**src/rtl/grant_pkg.sv**
```systemverilog
// Shared types and helpers for the grant decoder.
package grant_pkg;

    typedef enum logic [1:0] {
        IDLE  = 2'd0,
        GRANT = 2'd1,
        COOL  = 2'd2
    } state_e;

    function automatic int outs_of(input int idx_w);
        return 1 << idx_w;
    endfunction

endpackage

```
**src/rtl/grant_decoder_bin_to_onehot.sv**
```systemverilog
// Combinational binary index to one-hot vector decoder.
module bin_to_onehot
    import grant_pkg::*;
#(
    parameter int IDX_W = 2,
    localparam int OUTS = outs_of(IDX_W)
) (
    input  logic [IDX_W-1:0] idx_i,
    output logic [OUTS-1:0]  onehot_o
);

    always_comb begin
        onehot_o = '0;
        onehot_o[idx_i] = 1'b1;
    end

endmodule

```
**src/rtl/grant_decoder.sv**
```systemverilog
// Registered one-hot grant decoder with completion/timeout release and a cooldown cycle.
//
//   state | meaning
//   IDLE  | ready; the next valid index is captured and granted on the following cycle
//   GRANT | one-hot grant held until done[sel] or timeout
//   COOL  | single all-zero cycle before accepting again (break-before-make)
module grant_decoder
    import grant_pkg::*;
#(
    parameter int IDX_W   = 2,
    parameter int TIMEOUT = 15,
    parameter int CNT_W   = 4,
    localparam int OUTS   = outs_of(IDX_W)
) (
    input  logic             clk,
    input  logic             rst_n,
    input  logic             in_valid,
    input  logic [IDX_W-1:0] in_idx,
    output logic             in_ready,
    output logic [OUTS-1:0]  grant,
    output logic             grant_valid,
    input  logic [OUTS-1:0]  done,
    output logic             timeout_err
);

    localparam int TLIM = (TIMEOUT == 0) ? 0 : TIMEOUT - 1;
    localparam logic [CNT_W-1:0] CNT_MAX = CNT_W'(TLIM);

    state_e            state_q, state_d;
    logic [OUTS-1:0]   grant_q, grant_d;
    logic [CNT_W-1:0]  cnt_q, cnt_d;
    logic              terr_q, terr_d;
    logic [OUTS-1:0]   onehot;
    logic              sel_done;

    bin_to_onehot #(.IDX_W(IDX_W)) u_dec (
        .idx_i    (in_idx),
        .onehot_o (onehot)
    );

    // grant_q is one-hot while in GRANT, so masking done with it selects done[sel]
    assign sel_done = |(done & grant_q);

    always_comb begin
        state_d = state_q;
        grant_d = grant_q;
        cnt_d   = cnt_q;
        terr_d  = 1'b0;
        case (state_q)
            IDLE: begin
                if (in_valid) begin
                    state_d = GRANT;
                    grant_d = onehot;
                    cnt_d   = '0;
                end
            end
            GRANT: begin
                if (sel_done) begin
                    state_d = COOL;
                    grant_d = '0;
                end else if (TIMEOUT != 0 && cnt_q == CNT_MAX) begin
                    state_d = COOL;
                    grant_d = '0;
                    terr_d  = 1'b1;
                end else if (TIMEOUT != 0 && cnt_q != CNT_MAX) begin
                    cnt_d = cnt_q + 1'b1;
                end
            end
            COOL: begin
                state_d = IDLE;
                grant_d = '0;
            end
            default: begin
                state_d = IDLE;
                grant_d = '0;
            end
        endcase
    end

    always_ff @(posedge clk or negedge rst_n) begin
        if (!rst_n) begin
            state_q <= IDLE;
            grant_q <= '0;
            cnt_q   <= '0;
            terr_q  <= 1'b0;
        end else begin
            state_q <= state_d;
            grant_q <= grant_d;
            cnt_q   <= cnt_d;
            terr_q  <= terr_d;
        end
    end

    assign in_ready    = (state_q == IDLE);
    assign grant       = grant_q;
    assign grant_valid = |grant_q;
    assign timeout_err = terr_q;

endmodule

```
**config.mk**
```make
export PLATFORM = sky130hd
export DESIGN_NAME = grant_decoder
export DESIGN_NICKNAME = d
export VERILOG_FILES = /design/src/rtl/grant_pkg.sv /design/src/rtl/grant_decoder_bin_to_onehot.sv /design/src/rtl/grant_decoder.sv
export SDC_FILE = /design/constraint.sdc
export NUM_CORES = 1
export LEC_CHECK = 0
export ABC_AREA = 1
export BUFFER_PORTS_ARGS = -buffer_cell sky130_fd_sc_hd__buf_2
export CAP_MARGIN = 10
export CORE_MARGIN = 2
export CORE_UTILIZATION = 44
export CTS_CLUSTER_SIZE = 20
export DETAILED_ROUTE_END_ITERATION = 10
export PLACE_DENSITY = 0.82
export SLEW_MARGIN = 10
export SYNTH_ARGS = -nofsm -noshare
export SYNTH_HDL_FRONTEND = slang
export SYNTH_HIERARCHICAL = 1
export SYNTH_SLANG_ARGS = --single-unit
```
**constraint.sdc**
```tcl
create_clock -name clk -period 1.25 [get_ports clk]
set_clock_uncertainty 0.05 [all_clocks]
set_input_delay 0.25 -clock clk [delete_from_list [all_inputs] [get_ports clk]]
set_output_delay 0.25 -clock clk [all_outputs]
set_load 0.05 [all_outputs]
```
### After elaboration in Yosys (flattened, before gate mapping)

Index checks and enable logic that the tools add are counted.

| operators by class | value |
|---|---|
| add/subtract/negate cells | 1 |
| $mul | 0 |
| div/mod/pow operators | 0 |
| order comparisons | 2 |
| equality and inequality tests | 8 |
| shifts and indexed selects | 0 |
| mux-type cells | 18 |
| bitwise logic cells | 1 |
| reductions and logical operators | 7 |

Operators by type and width:

| operator | count |
|---|---|
| 4-bit 2-to-1 mux | 7 |
| 4-bit one-hot mux with 2 select lines | 2 |
| 2-bit != test, second input constant | 4 |
| 4-bit OR reduction | 2 |
| 2-bit 2-to-1 mux | 3 |
| 5-bit AND reduction | 1 |
| 4-bit by 1-bit adder with 4-bit output, second input constant | 1 |
| 4-bit AND | 1 |
| 4-bit == test, second input constant | 1 |
| 1-bit 2-to-1 mux | 4 |
| 4-bit != test, second input constant | 1 |
| 2-bit one-hot mux with 2 select lines | 1 |
| 2-bit by 3-bit < comparator with 1-bit output, second input constant | 1 |
| 3-bit != test, second input constant | 1 |
| 1-bit demux with 2-bit select | 1 |
| 2-bit by 1-bit == test with 1-bit output, second input constant | 1 |
| 2-bit by 1-bit >= comparator with 1-bit output, second input constant | 1 |
| 2-bit logical NOT | 1 |
| 2-bit AND reduction | 1 |
| 2-bit nonzero test | 1 |
| 1-bit logical AND | 1 |

| storage, ports and cells | value |
|---|---|
| register bits | 11 |
| latch bits | 0 |
| RAM bits | 0 |
| ROM bits | 0 |
| input bits | 9 |
| output and inout port bits | 7 |
| word-level logic and storage cells | 41 |
| memories | 0 |

### Depth between registers and ports, before layout

Gate-level depths: netlist of the first run.

| logic depth | value |
|---|---|
| depth in word-level cells | 6 |
| mapped depth | 9 |
| mapped depth without buffers | 9 |

### Cells and area by module

Netlist of the first run, hierarchy kept.

Modules (own cells, without submodules):

| module | times used | cells an instance | area an instance (um^2) | sequential area each (um^2) |
|---|---|---|---|---|
| grant_decoder | 1 | 75 | 595.6 | 275.3 |
| bin_to_onehot | 1 | 7 | 26.3 | 0.0 |

### Worst setup path before layout of the first run

OpenSTA, ideal clock, no wires.

| timing path | value |
|---|---|
| path kind | reg2reg |
| start | reg state_q[0] |
| end | reg grant_q[3] (netlist: grant[3]) |
| setup time | 0.065 ns |
| arrival time | 1.343 ns |
| data required time | 1.135 ns |
| setup slack | -0.209 ns |
| cell stages (with the launch flop) | 6 |
| path buffers | 0 |
| clock period less this slack | 1.459 ns |
| cells stage by stage | dfrtp_1 > nor2_2 > nand2_1 > nand2_4 > nand2_1 > nand2_1 |

| on the way | value |
|---|---|
| cells in the longest elaborated chain, start to end | 3 |
| elaborated cells between the ends (all ways) | 6 |
| those cells by class | eq/ne (3); mux (1); reduce/logical (2) |

RTL lines:

| what | RTL line | RTL |
|---|---|---|
| start: declaration | grant_decoder.sv:29 | `state_e state_q, state_d;` |
| start signal: assignment | grant_decoder.sv:87 | `state_q <= state_d;` |
| 2-bit logical NOT * | n/a |  |
| via in_ready | grant_decoder.sv:19 | `output logic in_ready,` |
| 2-bit != test (no source line) | n/a |  |
| 2-bit AND reduction (no source line) | n/a |  |
| end signal: assignment | grant_decoder.sv:88 | `grant_q <= grant_d;` |
| end: declaration | grant_decoder.sv:30 | `logic [OUTS-1:0] grant_q, grant_d;` |

Mark *: on every way through the listed nets, which the timed path passes. The rest lies on a longest branch.
A chain may end at the register's enable or synchronous reset.

### Worst setup path in the final report of the first run

| timing path | value |
|---|---|
| start | reg grant_q[1] (netlist: grant[1]) |
| end | out grant_valid |

| on the way | value |
|---|---|
| cells in the longest elaborated chain, start to end | 1 |

RTL lines:

| what | RTL line | RTL |
|---|---|---|
| 4-bit OR reduction | grant_decoder.sv:96 | `assign grant_valid = \|grant_q;` |
| end: declaration | grant_decoder.sv:21 | `output logic grant_valid,` |

No other way between the ends.

==> results of run 1 <==
logic make-up (layout without fill, tap and decap cells):
family | Yosys count | in the layout | share of synthesized area (%)
flops | 11 | 11 | 44.3
simple gates | 58 | 58 | 44.3
xor+xnor | 1 | 1 | 1.41
fa+ha+maj | 2 | 2 | 4.02
buf+inv | 10 | 39 | 6.04
path summary, 6_finish.rpt:
path	end	from	slack [ns]	cells after the start
hold reg to reg	grant[1]$_DFFE_PN0P_	grant[1]$_DFFE_PN0P_	0.47	2
max in group asynchronous	grant[0]$_DFFE_PN0P_	rst_n	0.55	2
setup reg to reg	cnt_q[2]$_DFFE_PN0P_	cnt_q[0]$_DFFE_PN0P_	-0.09	9
min in group asynchronous	grant[2]$_DFFE_PN0P_	rst_n	0.38	2
setup / recovery	grant_valid	grant[1]$_DFFE_PN0P_	-0.09	3
hold / removal	grant[1]$_DFFE_PN0P_	in_idx[1]	0.21	4
timing repair:
| item | in CTS | in global routing |
|---|---|---|
| hold buffers | 1 | 0 |
| setup buffers | 2 | 5 |
| endpoints found under the hold margin | 11 | 0 |
| gates resized for setup | 5 | 14 |
| setup endpoints to repair | 9 | 13 |
| pin swaps | 2 | 6 |
synthesized netlist by cell type:
cell / count
dfrtp_1: 11
ha_1: 2
nor2_1: 11
xnor2_1: 1
nand2_4: 4
nor4_1: 1
nand3_2: 1
nor2_2: 2
inv_1: 8
inv_2: 2
nand2_1: 33
nor2_4: 1
nand3_1: 5
registers in the layout (all words and copies together) (netlist names):
name and flops:
timeout_err 1, state_q 2, grant 4, cnt_q 4
stage by stage:
step | utilization [%] | power (mW) | cells | hold WS (ns)
2_1_floorplan | - | 1.29 | 82 | -0.0956
3_3_place_gp | 56.2 | 1.51 | 114 | 0.0797
3_5_place_dp | 56.2 | 1.53 | 114 | 0.0829
4_1_cts | 61.3 | 1.87 | 121 | 0.220
5_1_grt | 67.4 | 2.14 | 126 | 0.238
6_report | 67.4 | 2.02 | 126 | 0.211
worst max-delay path: stages, from the launching register on:
cell and delay [ns]:
dfrtp_2 0.43, nor2_1 0.11, nand2_1 0.08, buf_6 0.16
metal layers:
layer / vias to the layer above / wire length [um]
met5: - / 0
met4: 0 / 105
met3: 12 / 57
met2: 26 / 875
met1: 294 / 623
li1: 303 / -
area by class of cell:
cell class,count,share of cell area [%]
multi-input combinational,61,40.6
sequential,11,31.5
timing repair buffer,25,18.6
inverter,10,4.23
clock buffer,4,2.96
tap,15,2.11
power breakdown:
group | total, mW | switching, mW | internal (mW)
Combinational | 1.22 | 0.802 | 0.421
Clock | 0.245 | 0.122 | 0.123
Sequential | 0.548 | 0.0990 | 0.449
==> impl_metrics.yaml, run 1 <==
clocking:
  clk_pin_slew_worst_paths_ns: 0.07
  h-tree-depth: 1
  numCtsBuffers: 3
  cts_buffer_depth: 2
  clock-sinks: 11
  clk_latency_ns: 0.27
  cts-root-buf: "clkbuf_4"
  cts_tree: "done"
pwr:
  power_density_mw_per_mm2: 2270
  peakVddDrop_mv: 1.34
  p_leak_nw: 0.516
run:
  cap_violations: 0
critical_path:
  path_class: "register to primary output"
  critPathLaunchType: "register"
  cp.required_ns: 0.95
  arrival_ns: 1.04
  end_kind: "primary output"
  critPathMaxFanout: 4
grt:
  grt_max_degree: 12
  grt_use_total_pct: 18.3
  use_met3_pct: 1.30
  busiest_layer: "met2"
  grt_use_met1_pct: 19.9
  grt_pass1_vias: 591
  antenna_found_initial: 0
  grt_pass1_wl_um: 2390
  overflow: 0
  grt_use_met2_pct: 32.5
cells_and_area:
  mostFrequentLayoutCells: "23 x nand2_1, 13 x buf_2, 10 x nor2_1"
  final_common_cell: "nand2_1"
  multiInputGateArea_um2: 360
  fillCellCount: 105
  drive_above_1_share_pct: 48.6
  regArea_um2: 280
  area_growth_pct: 42.9
  fin_area_um2: 888
  fin_nets: 123
  antenna_cells: 0
drt:
  viasPerCell: 5.04
  drtAntennaViolNets: 0
  num_vias: 635
  drtIter0Drc: 15
  avgRoutedWirePerCell_um: 13.2
  drc: 0
  first_pass_iters: 6
  wl_um: 1660
synthesis:
  yosys.area.top_type: "dfrtp_1"
  synth_fp_nets: 93
  synth_area_leaders: "dfrtp_1 44%, nand2_1 20%, nand2_4 7.2%"
  ys_seq_area_share_pct: 44.3
  netlist_instances: 82
  synth.distinct_cells: 13
  synth.avg_cell_area_um2: 7.58
  ys_ff_latch: 11
  synth_top_area_share_pct: 44.3
  synth_area_um2: 622
  ys_warn_count: 6
placed_design:
  place_area_um2: 741
  hpwl_um: 978
  globalplace.congestion: 0.746
  portBuffers: 15
  pre_cts_ws_ns: -0.0000152
floorplanning:
  die_w_um: 41.6
  design.die.area_mm2: 0.00173
  ios: 16
  row_count: 13
  initial_core_util_pct: 47.2
  core-area_mm2: 0.00132
  die_h_um: 41.6
timing:
  setup_viol: 11
  tns_ns: -0.833
  max_slew.worst_pin.slew_ns: 0.257
  timing.final.ws_setup_ns: -0.0919
  clock.fmax_mhz: 745
  rsz0062_at_grt: "true"
  slew_violations: 0
  relSlewSlack_pct: 82.9
  timing.final.crit_share_pct: 107
  finalHoldViolations: 0
  period_minus_slack_ns: 1.34
status:
  violations: "setup timing"
  status: "finished with violations"
worst_hold_path:
  hp-class: "input pin to register"
(Power assumes the default switching activity.)
==> run 2, diff against run 1 <==
--- a/config.mk
+++ b/config.mk
@@ -8,11 +8,12 @@
 export ABC_AREA = 1
 export BUFFER_PORTS_ARGS = -buffer_cell sky130_fd_sc_hd__buf_2
 export CAP_MARGIN = 10
-export CORE_MARGIN = 2
+export CORE_MARGIN = 5
 export CORE_UTILIZATION = 44
 export CTS_CLUSTER_SIZE = 20
 export DETAILED_ROUTE_END_ITERATION = 10
 export PLACE_DENSITY = 0.82
+export SETUP_SLACK_MARGIN = 0.1
 export SLEW_MARGIN = 10
 export SYNTH_ARGS = -nofsm -noshare
 export SYNTH_HDL_FRONTEND = slang
==> run 2 against run 1 <==
The run still ends with setup timing left. Fmax increased by 1.7%. Die area up 31%. Count of clock-buffer cells in the layout did not move. First-iteration DRC count increased by 33%. Cell count grew 1.6%. Combinational power is 16% higher. Cell area grew 7.5%. Register-to-register slack improved by 0.05 ns. Core utilization increased by 5.0 points. Sequential cell count unchanged. Worst hold slack improved by 0.0027 ns. Non-clock buffer count grew 2.
==> impl_metrics.yaml, run 2 (synthesis results as in run 1) <==
critical_path:
  r2r_cells: 9
  r2r_setup_slack_ns: -0.04
  endpoint: "grant_valid"
  critPathLaunch: "grant[0]$_DFFE_PN0P_"
  critPathMaxFanout: 2
  arrival_ns: 1.02
  reg2reg_from: "cnt_q[0]$_DFFE_PN0P_"
  cp.required_ns: 0.95
  reg2reg_to: "grant[1]$_DFFE_PN0P_"
  path_class: "register to primary output"
  critPathLaunchType: "register"
  end_kind: "primary output"
grt:
  antenna_found_initial: 0
  grt_max_degree: 12
  grt_pass1_wl_um: 2570
  overflow: 0
  grt_pass1_vias: 607
  grt_use_total_pct: 16.7
drt:
  wl_um: 1600
  num_vias: 609
  avgRoutedWirePerCell_um: 12.5
  drc: 0
  drtIter0Drc: 20
  first_pass_iters: 4
  viasPerCell: 4.76
  drtAntennaViolNets: 0
timing:
  slew_violations: 0
  timing.final.crit_share_pct: 106
  max_slew.worst_pin.slew_ns: 0.246
  timing.final.ws_setup_ns: -0.0693
  clock.fmax_mhz: 758
  finalHoldViolations: 0
  relSlewSlack_pct: 83.4
  period_minus_slack_ns: 1.32
  setup_viol: 13
  fin_worst_hold_slack_ns: 0.214
  rsz0062_at_grt: "true"
clocking:
  clock-sinks: 11
  clk_pin_slew_worst_paths_ns: 0.07
  numCtsBuffers: 3
  cts-root-buf: "clkbuf_4"
  cts_tree: "done"
  clk_latency_ns: 0.27
  cts_buffer_depth: 2
  h-tree-depth: 1
pwr:
  power_mw: 2.22
  power_density_mw_per_mm2: 2320
  peakVddDrop_mv: 1.98
  p_leak_nw: 0.532
placed_design:
  place_area_um2: 746
  hpwl_um: 1030
  portBuffers: 15
  globalplace.congestion: 0.795
cells_and_area:
  mostFrequentLayoutCells: "21 x nand2_1, 11 x buf_4, 10 x nand2_2"
  final_common_cell: "nand2_1"
  fin_area_um2: 955
  fin_util_pct: 72.5
  area_growth_pct: 53.5
  fillCellCount: 102
  antenna_cells: 0
  drive_above_1_share_pct: 54.9
  fin_nets: 125
floorplanning:
  die_h_um: 47.6
  core-area_mm2: 0.00132
  die_w_um: 47.6
  design.die.area_mm2: 0.00227
  row_count: 13
  ios: 16
  initial_core_util_pct: 47.2
worst_hold_path:
  hp-class: "input pin to register"
status:
  violations: "setup timing"
  status: "finished with violations"
run:
  cap_violations: 0
[run 2: cell count changes in the layout (fill, tap and decap cells not counted), moves of 2 or more]
cell / delta
nor2_1: -2
buf_2: -4
nand2_1: -2
nand2_2: +2
buf_4: +2
buf_8: +3
[run 2: layout make-up]
type	count	area, um^2	share of cell area [%]
Sequential cell	11	282	29.5
Tap cell	15	18.8	1.97
Timing Repair Buffer	27	216	22.7
Multi-Input combinational cell	61	374	39.2
Clock buffer	4	26.3	2.75
Inverter	10	37.5	3.93
[run 2: stage by stage]
stage,worst slack [ns],std cells,setup TNS (ns)
2_1_floorplan,0.0552,82,0
3_3_place_gp,0.0722,114,0
3_5_place_dp,0.0142,114,0
4_1_cts,-0.0747,126,-0.146
5_1_grt,-0.119,128,-1.17
6_report,-0.0693,128,-0.364
[run 2: critical path: stages, from the launching register on]
cell and delay, ns:
dfrtp_2 0.43, nor2_4 0.12, nand2_2 0.06, buf_6 0.15
[run 2: timing repair]
action | in CTS | in global routing
setup buffers | 7 | 2
pin swaps | 2 | 4
hold buffers | 1 | 0
endpoints found under the hold margin | 11 | 0
resized for setup | 15 | 20
endpoints found under the setup margin | 15 | 18
[run 2: how the worst min path moves through the flow]
stage,from,end,cells after the start,slack (ns)
after floorplan,rst_n,cnt_q[0]$_DFFE_PN0P_,0,-0.1
after global placement,rst_n,timeout_err$_DFF_PN0_,1,0.08
after detailed placement,rst_n,timeout_err$_DFF_PN0_,1,0.08
after CTS,in_idx[0],grant[2]$_DFFE_PN0P_,4,0.22
after global routing,in_idx[0],grant[2]$_DFFE_PN0P_,4,0.22
final,in_idx[0],grant[2]$_DFFE_PN0P_,4,0.21
[run 2: metal layers]
layer	global-route usage, %	up-vias	part of all wire, %
met1	17.4	273	37
met3	3.01	6	5.5
met5	0	-	0
met4	9.68	0	2.9
li1	-	309	-
met2	31.0	21	54
[run 2: where the power goes]
group / total (mW) / leakage [nW] / switching [mW] / internal [mW]
clock network: 0.246 / 0.0150 / 0.122 / 0.123
registers: 0.546 / 0.140 / 0.0935 / 0.452
logic: 1.42 / 0.376 / 0.859 / 0.565
total: 2.22 / 0.532 / 1.07 / 1.14
